==> src/rtl/exec_profiler_pkg.sv <==
// Shared definitions for the execution-window profiler: FSM states, register
// word offsets, CTRL/STATUS bit positions and default widths.
package exec_profiler_pkg;
  localparam int ADDR_W_DEF = 32;
  localparam int CNT_W_DEF  = 32;

  typedef enum logic [1:0] {ST_IDLE, ST_ARMED, ST_COUNT, ST_DONE} state_e;

  localparam logic [2:0] OFF_CTRL     = 3'd0;
  localparam logic [2:0] OFF_START    = 3'd1;
  localparam logic [2:0] OFF_STOP     = 3'd2;
  localparam logic [2:0] OFF_CYCLES   = 3'd3;
  localparam logic [2:0] OFF_STATUS   = 3'd4;
  localparam logic [2:0] OFF_BRANCHES = 3'd5;

  localparam int CTRL_ARM  = 0;
  localparam int CTRL_CLR  = 1;
  localparam int STAT_BUSY = 0;
  localparam int STAT_DONE = 1;
  localparam int STAT_OVF  = 2;
endpackage

==> src/rtl/prof_sat_counter.sv <==
// Saturating up-counter; sat_o flags an increment lost because the count is
// already all-ones. clr_i has priority over inc_i.
module prof_sat_counter #(
  parameter int CNT_W = 32
) (
  input  logic             clk,
  input  logic             Rst_n,
  input  logic             clr_i,
  input  logic             inc_i,
  output logic [CNT_W-1:0] cnt_o,
  output logic             sat_o
);
  logic [CNT_W-1:0] cnt_q, cnt_d;
  logic             at_max;

  assign at_max = &cnt_q;
  assign sat_o  = inc_i & at_max & ~clr_i;
  assign cnt_o  = cnt_q;

  always_comb begin
    cnt_d = cnt_q;
    if (clr_i)                cnt_d = '0;
    else if (inc_i && !at_max) cnt_d = cnt_q + 1'b1;
  end

  always_ff @(posedge clk or negedge Rst_n) begin
    if (!Rst_n) cnt_q <= '0;
    else        cnt_q <= cnt_d;
  end
endmodule

==> src/rtl/exec_profiler.sv <==
// Cycle-window profiler: counts cycles from a START_ADDR fetch to a taken
// branch at STOP_ADDR. Define EXEC_PROFILER_BRANCH_CNT_EN to add BRANCHES.
module exec_profiler
  import exec_profiler_pkg::*;
#(
  parameter int ADDR_W = ADDR_W_DEF,
  parameter int CNT_W  = CNT_W_DEF
) (
  input  logic              clk,
  input  logic              Rst_n,
  input  logic [ADDR_W-1:0] pc_addr,
  input  logic              branch,
  input  logic              flush,
  input  logic              cfg_wen,
  input  logic              cfg_ren,
  input  logic [4:0]        cfg_addr,
  input  logic [31:0]       cfg_wdata,
  output logic [31:0]       cfg_rdata,
  output logic              busy,
  output logic              done
);
  state_e            state_q, state_d;
  logic [ADDR_W-1:0] start_q, stop_q;
  logic              done_flag_q, done_flag_d, ovf_q, ovf_d, done_q;
  logic [31:0]       rdata_q, rd_val;
  logic [2:0]        word;
  logic              wr_ctrl, arm_wr, clr_wr, cfg_ok, start_hit, stop_hit;
  logic              cnt_clr, cyc_inc, set_done, cyc_sat, br_sat;
  logic [CNT_W-1:0]  cyc_cnt, br_cnt;
  logic              unused_addr_lsb;

  assign word            = cfg_addr[4:2];
  assign unused_addr_lsb = ^cfg_addr[1:0];
  assign wr_ctrl   = cfg_wen && (word == OFF_CTRL);
  assign arm_wr    = wr_ctrl & cfg_wdata[CTRL_ARM];
  assign clr_wr    = wr_ctrl & cfg_wdata[CTRL_CLR];
  assign cfg_ok    = (state_q == ST_IDLE) || (state_q == ST_DONE);
  assign start_hit = (pc_addr == start_q) & ~flush;
  assign stop_hit  = (pc_addr == stop_q) & branch & ~flush;

  // Increment on the start-hit edge too, so the final count equals the
  // stop-hit index minus the start-hit index.
  always_comb begin
    state_d  = state_q;
    cnt_clr  = 1'b0;
    cyc_inc  = 1'b0;
    set_done = 1'b0;
    if (clr_wr) begin
      state_d = ST_IDLE;
      cnt_clr = 1'b1;
    end else begin
      case (state_q)
        ST_IDLE, ST_DONE: if (arm_wr) begin
          state_d = ST_ARMED;
          cnt_clr = 1'b1;
        end
        ST_ARMED: if (start_hit) begin
          state_d = ST_COUNT;
          cyc_inc = 1'b1;
        end
        ST_COUNT: if (stop_hit) begin
          state_d  = ST_DONE;
          set_done = 1'b1;
        end else begin
          cyc_inc = 1'b1;
        end
        default: state_d = ST_IDLE;
      endcase
    end
  end

  always_comb begin
    done_flag_d = done_flag_q | set_done;
    ovf_d       = ovf_q | cyc_sat | br_sat;
    if (cnt_clr) begin
      done_flag_d = 1'b0;
      ovf_d       = 1'b0;
    end
  end

  prof_sat_counter #(.CNT_W(CNT_W)) u_cyc (
    .clk(clk), .Rst_n(Rst_n), .clr_i(cnt_clr), .inc_i(cyc_inc),
    .cnt_o(cyc_cnt), .sat_o(cyc_sat)
  );

`ifdef EXEC_PROFILER_BRANCH_CNT_EN
  logic br_inc;
  assign br_inc = (state_q == ST_COUNT) & branch & ~flush & ~stop_hit;
  prof_sat_counter #(.CNT_W(CNT_W)) u_br (
    .clk(clk), .Rst_n(Rst_n), .clr_i(cnt_clr), .inc_i(br_inc),
    .cnt_o(br_cnt), .sat_o(br_sat)
  );
`else
  assign br_cnt = '0;
  assign br_sat = 1'b0;
`endif

  always_comb begin
    rd_val = '0;
    case (word)
      OFF_START:    rd_val = 32'(start_q);
      OFF_STOP:     rd_val = 32'(stop_q);
      OFF_CYCLES:   rd_val = 32'(cyc_cnt);
      OFF_STATUS:   rd_val = {29'd0, ovf_q, done_flag_q, busy};
      OFF_BRANCHES: rd_val = 32'(br_cnt);
      default:      rd_val = '0;
    endcase
  end

  always_ff @(posedge clk or negedge Rst_n) begin
    if (!Rst_n) begin
      state_q     <= ST_IDLE;
      start_q     <= '0;
      stop_q      <= '0;
      done_flag_q <= 1'b0;
      ovf_q       <= 1'b0;
      done_q      <= 1'b0;
      rdata_q     <= '0;
    end else begin
      state_q     <= state_d;
      done_flag_q <= done_flag_d;
      ovf_q       <= ovf_d;
      done_q      <= set_done;
      if (cfg_ren) rdata_q <= rd_val;
      // Address writes are judged against the state before this edge.
      if (cfg_wen && cfg_ok && word == OFF_START) start_q <= ADDR_W'(cfg_wdata);
      if (cfg_wen && cfg_ok && word == OFF_STOP)  stop_q  <= ADDR_W'(cfg_wdata);
    end
  end

  assign busy      = (state_q == ST_ARMED) || (state_q == ST_COUNT);
  assign done      = done_q;
  assign cfg_rdata = rdata_q;
endmodule

==> config.mk <==
export PLATFORM = sky130hd
export DESIGN_NAME = exec_profiler
export DESIGN_NICKNAME = d
export VERILOG_FILES = /design/src/rtl/exec_profiler_pkg.sv /design/src/rtl/prof_sat_counter.sv /design/src/rtl/exec_profiler.sv
export SDC_FILE = /design/constraint.sdc
export NUM_CORES = 1
export LEC_CHECK = 0
export ABC_AREA = 0
export BUFFER_PORTS_ARGS = -buffer_cell sky130_fd_sc_hd__buf_2
export CAP_MARGIN = 15
export CELL_PAD_IN_SITES_DETAIL_PLACEMENT = 0
export CELL_PAD_IN_SITES_GLOBAL_PLACEMENT = 1
export CORE_UTILIZATION = 41
export CTS_CLUSTER_DIAMETER = 200
export DETAILED_ROUTE_END_ITERATION = 8
export PLACE_DENSITY_LB_ADDON = 0.1
export SLEW_MARGIN = 0
export SYNTH_ARGS = -nofsm -noshare
export SYNTH_HDL_FRONTEND = slang
export SYNTH_SLANG_ARGS = --single-unit
==> constraint.sdc <==
create_clock -name clk -period 2.2 [get_ports clk]
set_input_delay 0.44 -clock clk [delete_from_list [all_inputs] [get_ports clk]]
set_output_delay 0.44 -clock clk [all_outputs]
set_load 0.05 [all_outputs]
---- Word-level counts from Yosys, hierarchy flattened ----
Index checks and enable logic that the tools add are counted.
word-level totals
  register bits after elaboration ......... 133
  output and inout bits ................... 34
  logic and storage cells ................. 66
cells by class
  $add $sub $neg .......................... 1
  equal/unequal tests ..................... 12
  mux-type cells .......................... 20
  bitwise operators ....................... 11
  reduce and logical (&&, ||, !) cells .... 14
operators with widths
  cell                                                                   number
  32-bit one-hot mux with 4 select lines                                 1
  32-bit equality test                                                   2
  32-bit two-way mux                                                     2
  32-bit by 1-bit adder with 32-bit output, second input constant        1
  32-bit AND reduction                                                   1
  1-bit two-way mux                                                      11
  3-bit != test, second input constant                                   3
  2-bit two-way mux                                                      4
  1-bit AND                                                              7
  3-bit by 2-bit equality test with 1-bit output, second input constant  2
  2-bit one-hot mux with 3 select lines                                  1
  1-bit logical AND                                                      5
  2-bit equality test, second input constant                             2
  3-bit by 1-bit equality test with 1-bit output, second input constant  1
  3-bit equality test, second input constant                             1
  3-bit zero test                                                        1
  3-bit AND reduction                                                    1
  2-bit by 1-bit equality test with 1-bit output, second input constant  1
  2-bit zero test                                                        1
  1-bit logical OR                                                       2
  1-bit NOT                                                              2
  1-bit bitwise OR                                                       2
  1-bit one-hot mux with 2 select lines                                  1
  2-bit nonzero test                                                     1
  2 further kinds                                                        2

---- Longest topological paths before layout ----
Gate-level depths: netlist (run 1).
  depth in word-level cells ............... 10
  depth in mapped cells ................... 10

---- By module ----
A second synthesis (run 1) with hierarchy kept.
unflattened totals
  cell total of the unflattened synthesis .. 646
  area total of the unflattened synthesis .. 7041.8 µm²
modules (own cells, without submodules)
  module            times used  cells an instance  area an instance (µm²)
  exec_profiler     1           451                5268.8
  prof_sat_counter  1           195                1773.0

---- Worst setup path after synthesis (run 1) ----
OpenSTA, ideal clock, no wires.
  kind .................................... flip-flop to flip-flop
  start point ............................. register state_q[0]
  end point ............................... register start_q[0]
  library setup time ...................... 125 ps
  data arrival time ....................... 2207 ps
  data required time ...................... 2075 ps
  slack ................................... -132 ps
  stages on the path, launching flop included .. 7
  path buffers ............................ 1
  cells stage by stage .................... dfrtp_1 > inv_1 > ha_1 > nand3_1 > nor3b_1 > clkbuf_1 > mux2_2
between the ends
  longest elaborated chain between the ends .. 4
RTL lines
  what                                                    line                  RTL
  from (decl)                                             exec_profiler.sv:22   state_e state_q, state_d;
  from (signal assigned)                                  exec_profiler.sv:120  state_q <= state_d;
  2-bit equality test or 2-bit zero test (tied branches)  exec_profiler.sv:37   assign cfg_ok = (state_q == ST_IDLE) || (state_q == ST_DONE);
  1-bit logical OR *                                      exec_profiler.sv:37
  1-bit logical AND * (2 in a row)                        exec_profiler.sv:126  if (cfg_wen && cfg_ok && word == OFF_START) start_q <= ADDR_W'(cfg_wdata);
  to (signal assigned)                                    exec_profiler.sv:126
  to (decl)                                               exec_profiler.sv:23   logic [ADDR_W-1:0] start_q, stop_q;
Mark *: on every way between the ends. The rest lies on a longest branch, timed or not.
A chain may end at the register's enable or synchronous reset.

---- Worst setup path in the final report (run 1) ----
  start point ............................. register stop_q[30]
  end point ............................... register u_cyc.cnt_q[8] (netlist: u_cyc.cnt_o[8])
between the ends
  longest elaborated chain between the ends .. 8
RTL lines
  what                                   line                    RTL
  from (decl)                            exec_profiler.sv:23
  from (signal assigned)                 exec_profiler.sv:127    if (cfg_wen && cfg_ok && word == OFF_STOP) stop_q <= ADDR_W'(cfg_wdata);
  32-bit equality test                   exec_profiler.sv:39     assign stop_hit = (pc_addr == stop_q) & branch & ~flush;
  1-bit AND (2 in a row)                 exec_profiler.sv:39
  1-bit two-way mux                      exec_profiler.sv:61     ST_COUNT: if (stop_hit) begin
  1-bit one-hot mux with 2 select lines  exec_profiler.sv:52     case (state_q)
  1-bit two-way mux                      exec_profiler.sv:48     if (clr_wr) begin
  1-bit logical AND                      prof_sat_counter.sv:23  else if (inc_i && !at_max) cnt_d = cnt_q + 1'b1;
  2-bit nonzero test (no line)           -
  to (signal assigned)                   prof_sat_counter.sv:28  else cnt_q <= cnt_d;
  to (decl)                              prof_sat_counter.sv:13  logic [CNT_W-1:0] cnt_q, cnt_d;
Every way passes these cells.

==> metrics.csv, run 1 <==
metric,value,unit
status,"complete, but fails checks",
violations,"negative hold slack, negative setup slack",
crit_arrival,2.94,ns
synth-xor-area-share,7.88,%
ir_drop,0.603,mV
design.die.area,0.0176,mm²
final_core_util,60.1,%
placed_cells,1097,
die_h,133,µm
avgSynthCellArea,10.7,µm²
synthAdderAreaFrac,0.536,%
globalplace.congestion,0.889,
cp-start-kind,flip-flop,
drt_wl_total,23700,µm
drtAntennaViolNets,0,
yosysSeqAreaShare,47.5,%
cap_violations,0,
core,0.0166,mm²
total_power,11200,µW
fmax,0.380,GHz
synthSimpleGateAreaFrac,11.0,%
post-dp-hpwl,17400,µm
drc,0,
yosysWarnings,0,
final_net_count,990,
num_rows,47,
ios,109,
whs,-0.00994,ns
drt-pass1-iter-count,5,
clock-root-buffer,clkbuf_16,
synth_enable_flop_cells,0,
vias,6288,
clock_path_buffers,2,
slew_viol_final,0,
clkLatencyLatePin,0.42,ns
rsz0062_at_grt,yes,
min_period,2.63,ns
grt_remaining_overflow,0,
finClkSkew,0.00685,ns
drt_iter0_markers,351,
postSynthNetCount,731,
crit_fanout,7,
cts_tree,built,
syn_inst,653,
cts_sinks,133,
hold_viol,5,
synthFlopType,dfrtp_1,
netlist_area,0.00701,mm²
start_util,42.1,%
period_share,120,%
muxShareOfSynthArea,14.8,%
endpoint_kind,flip-flop,
cts_hold_buf,0,
p_per_area,1120,mW/mm²
clk_pin_slew,0.06,ns
relSlewSlack,61.2,%
synth-async-reset-ratio,100,%
synth_seq_cells,133,
tightest_slew,0.582,ns
fp.dieW,133,µm
grt_pass1_vias,6613,
avgViaCountPerCell,5.50,
cts_buffers,17,
synth_top_family_by_area,multiplexers,
antenna_found_initial,0,
wl_per_cell,20.7,µm
ys_types,46,
final_cells,1144,
area_growth,42.8,%
cts_max_level,4,
hp-class,in2async,
diodes,0,
p_leak,0.00452,µW
synth_compound_area_share,13.8,%
fillers,1428,
crit_required,2.50,ns
setup_viol,35,
portBuffers,106,
path_class,reg2reg,
grt_pass1_wl,36400,µm
layout_setup_ws,-0.434,ns
track_usage,27.6,%
grt_max_degree,55,
drive_gt1_share,48.7,%
-- Yosys cell counts, drive strengths merged, types with 2 or more instances --
cell type | number | area (µm²)
o21a | 5 | 37.5
dfrtp | 133 | 3330
o22ai | 30 | 188
or3 | 9 | 56.3
nand3 | 23 | 115
and3 | 7 | 43.8
o21ai | 16 | 103
and4 | 2 | 17.5
a21oi | 28 | 140
xnor2 | 32 | 280
or4 | 13 | 97.6
clkbuf | 25 | 93.8
nor2b | 4 | 25.0
nor3b | 2 | 15.0
nand2b | 2 | 12.5
ha | 3 | 37.5
nor4 | 14 | 87.6
and2 | 3 | 18.8
a22oi | 31 | 233
buf | 11 | 68.8
o31a | 2 | 17.5
xor2 | 31 | 272
o211ai | 7 | 52.6
mux2 | 91 | 1020
inv | 42 | 158
a21o | 3 | 22.5
nand4 | 13 | 81.3
o31ai | 15 | 113
nor3 | 7 | 35.0
nor2 | 17 | 63.8
nand2 | 23 | 86.3
-- critical path: stages (launching register included) --
cell and delay, ns:
dfrtp_1 0.40, xor2_1 0.20, nor4_2 0.36, nand4_1 0.25
o41a_1 0.54, o21ai_4 0.23, buf_12 0.16, buf_6 0.12
buf_4 0.11, or4_1 0.10, nand2_1 0.05
-- metrics by stage --
stage               area [µm²]  TNS (ns)  hold WS [ns]  setup slack, ns
floorplan                 7010   -0.0341         0.144          -0.0336
CTS                       9610     -9.76        0.0100           -0.346
finish                   10000    -12.88      -0.00994           -0.434
global route             10000    -16.15        0.0158           -0.526
detailed placement        8920    -18.79         0.458           -0.602
global placement          8920    -17.63         0.446           -0.570
-- cell families (layout without fill, tap and decap cells) --
family,Yosys count,in the layout
fa+ha+maj,3,3
mux,92,92
simple gates,141,141
flops,133,133
compound gates,143,143
xor+xnor,63,63
buf+inv,78,349
-- registers in the layout, indices dropped and copies added, names as in the netlist --
name	flops
stop_q	32
done	1
cfg_rdata	32
ovf_q	1
state_q	2
u_cyc.cnt_o	32
start_q	32
done_flag_q	1
-- area by class of cell --
cell class	count	area (µm²)	share of cell area, %
inverters	42	158	1.58
repair buffers	276	2000	20.0
well taps	220	275	2.75
clock inverters	9	103	1.03
flip-flops and latches	133	3330	33.3
multi-input cells	442	3670	36.6
clock buffers	22	474	4.74
-- what timing repair did --
item,CTS,global route
gates cloned,0,3
gates resized for setup,13,53
pin swaps,4,26
buffers inserted,7,8
setup endpoints to repair,36,37
-- cells in the final DEF (no fill, tap or decap), drive strengths merged, types with 3 or more instances in the layout --
cell type / instances
o22ai: 30
xor2: 31
nand2: 23
ha: 3
o211ai: 7
nand4: 13
nor4: 14
mux2: 91
buf: 273
or3: 9
a21oi: 28
clkbuf: 25
nor3: 7
nand3: 23
o21ai: 16
o31ai: 15
xnor2: 32
and2: 3
nor2b: 4
a22oi: 31
o21a: 5
a21o: 3
inv: 42
nor2: 17
and3: 7
clkinv: 4
clkinvlp: 3
dfrtp: 133
or4: 13
-- path summary, 6_finish.rpt --
kind	start	to	slack, ns	depth (start not counted)
max in group asynchronous	Rst_n	u_cyc.cnt_o[0]	1.54	2
max	stop_q[30]	u_cyc.cnt_o[8]	-0.43	10
min in group clk	cfg_wdata[8]	stop_q[8]	0.26	2
min reg2reg	cfg_rdata[26]	cfg_rdata[26]	0.53	2
min	Rst_n	u_cyc.cnt_o[23]	-0.01	1
max reg2reg	stop_q[30]	u_cyc.cnt_o[8]	-0.43	10
-- where the power goes --
part | internal (µW) | total (µW) | switching (µW)
registers | 3170 | 3750 | 582
clock network | 1740 | 2790 | 1050
logic | 2470 | 4630 | 2160
total | 7380 | 11200 | 3790
-- per-layer routing --
metal	vias to the layer above	GRT usage (%)	wire length, µm
met5	-	0	0
met2	179	47.2	11800
li1	2930	-	-
met3	21	6.21	1140
met1	3158	35.4	10600
met4	0	6.77	242
No activity file was read; power rests on OpenSTA's default activity.
==> inputs of run 2 (changes only) <==
--- a/config.mk
+++ b/config.mk
@@ -13,6 +13,7 @@
 export CORE_UTILIZATION = 41
 export CTS_CLUSTER_DIAMETER = 200
 export DETAILED_ROUTE_END_ITERATION = 8
+export MAX_ROUTING_LAYER = met4
 export PLACE_DENSITY_LB_ADDON = 0.1
 export SLEW_MARGIN = 0
 export SYNTH_ARGS = -nofsm -noshare
==> metrics.csv, run 2 (synthesis results as in run 1) <==
metric,value,unit
grt_pass1_wl,36300,µm
reg2reg_from,stop_q[30],
design.die.area,0.0176,mm²
final_net_count,990,
fillers,1428,
cts_buffers,17,
status,"complete, but fails checks",
drt_iter0_markers,372,
portBuffers,106,
crit_required,2.50,ns
drc,0,
hp-class,in2async,
grt_max_degree,55,
clk_pin_slew,0.06,ns
crit_fanout,7,
cap_violations,0,
multi_input_area,0.00367,mm²
track_usage,28.4,%
cts_tree,built,
violations,"negative hold slack, negative setup slack",
clock-root-buffer,clkbuf_16,
period_share,120,%
clkLatencyLatePin,0.42,ns
die_h,133,µm
globalplace.congestion,0.904,
total_power,11200,µW
final_core_util,60.1,%
worstRegToRegCells,10,
layout_commonest_cell,buf_4,
whs,-0.00825,ns
gr-usage-met3,6.13,%
start_util,42.1,%
relSlewSlack,61.6,%
layout_setup_ws,-0.436,ns
grt_pass1_vias,6605,
num_rows,47,
avgViaCountPerCell,5.50,
area_growth,42.8,%
drtAntennaViolNets,0,
wl_per_cell,20.7,µm
reg2reg_slack,-0.44,ns
antenna_found_initial,0,
cp-start-kind,flip-flop,
fmax,0.379,GHz
post-dp-hpwl,17400,µm
grt_remaining_overflow,0,
busiest_layer,met2,
diodes,0,
endpoint_kind,flip-flop,
drive_gt1_share,48.7,%
core,0.0166,mm²
slew_viol_final,0,
cts_hold_buf,0,
cts_max_level,4,
timing.rr.end,u_cyc.cnt_o[8],
p_per_area,1120,mW/mm²
drt_wl_total,23700,µm
tightest_slew,0.577,ns
min_period,2.64,ns
mostFrequentLayoutCells,"buf_4, dfrtp_1, buf_2",
path_class,reg2reg,
use_met2,47.4,%
rsz0062_at_grt,yes,
clock_path_buffers,2,
setup_viol,35,
fp.dieW,133,µm
p_leak,0.00452,µW
cts_sinks,133,
vias,6287,
hold_viol,5,
finClkSkew,0.00871,ns
drt-pass1-iter-count,5,
crit_arrival,2.94,ns
seqCellArea,0.00333,mm²
ir_drop,0.596,mV
gr-usage-met1,35.2,%
ios,109,
run 2: what timing repair did:
| item | 4_1_cts | 5_1_grt |
|---|---|---|
| hold endpoints to repair | 0 | 0 |
| endpoints found under the setup margin | 36 | 37 |
| resized for setup | 13 | 53 |
| pin swaps | 4 | 27 |
| setup buffers | 7 | 8 |
| gates cloned | 0 | 3 |
run 2: per-stage QoR:
step / instances / cell area, µm² / worst slack (ns) / hold slack (ns) / setup TNS (ns)
after floorplan: 653 / 7010 / -0.0336 / 0.144 / -0.0341
after global placement: 1097 / 8920 / -0.570 / 0.446 / -17.63
after detailed placement: 1097 / 8920 / -0.602 / 0.458 / -18.79
after CTS: 1135 / 9610 / -0.346 / 0.0100 / -9.76
after global routing: 1144 / 10000 / -0.526 / 0.0162 / -16.14
final: 1144 / 10000 / -0.436 / -0.00825 / -12.97
run 2: power by group:
group	switching (µW)	internal, µW	leakage [µW]	total, µW
Sequential	582	3170	0.00171	3750
Clock	1050	1740	0.000278	2790
Combinational	2160	2470	0.00253	4630
run 2: layer usage:
layer / part of all wire [%] / vias to the layer above
li1: - / 2929
met1: 44 / 3149
met2: 50 / 186
met3: 5.0 / 23
met4: 1.0 / 0
met5: 0 / -
run 2: worst max path at each step:
stage / start / endpoint / slack, ns / cells after the start
2_1_floorplan: pc_addr[2] / u_cyc.cnt_o[1] / -0.03 / 9
3_3_place_gp: pc_addr[25] / u_cyc.cnt_o[7] / -0.57 / 10
3_5_place_dp: pc_addr[28] / u_cyc.cnt_o[21] / -0.60 / 10
4_1_cts: stop_q[30] / u_cyc.cnt_o[21] / -0.35 / 9
5_1_grt: stop_q[8] / u_cyc.cnt_o[12] / -0.53 / 11
6_report: stop_q[30] / u_cyc.cnt_o[8] / -0.44 / 10
run 2: area by class of cell:
cell class | count | share of cell area (%)
clock buffer | 22 | 4.74
sequential | 133 | 33.3
inverter | 42 | 1.58
timing repair buffer | 276 | 20.0
multi-input combinational | 442 | 36.6
tap | 220 | 2.75
clock inverter | 9 | 1.03
run 2: worst max-delay path, stage by stage, from the launching register on:
cell and delay [ns]:
dfrtp_1 0.40, xor2_1 0.20, nor4_2 0.36, nand4_1 0.24, o41a_1 0.54, o21ai_4 0.23
buf_12 0.16, buf_6 0.12, buf_4 0.11, or4_1 0.10, nand2_1 0.05
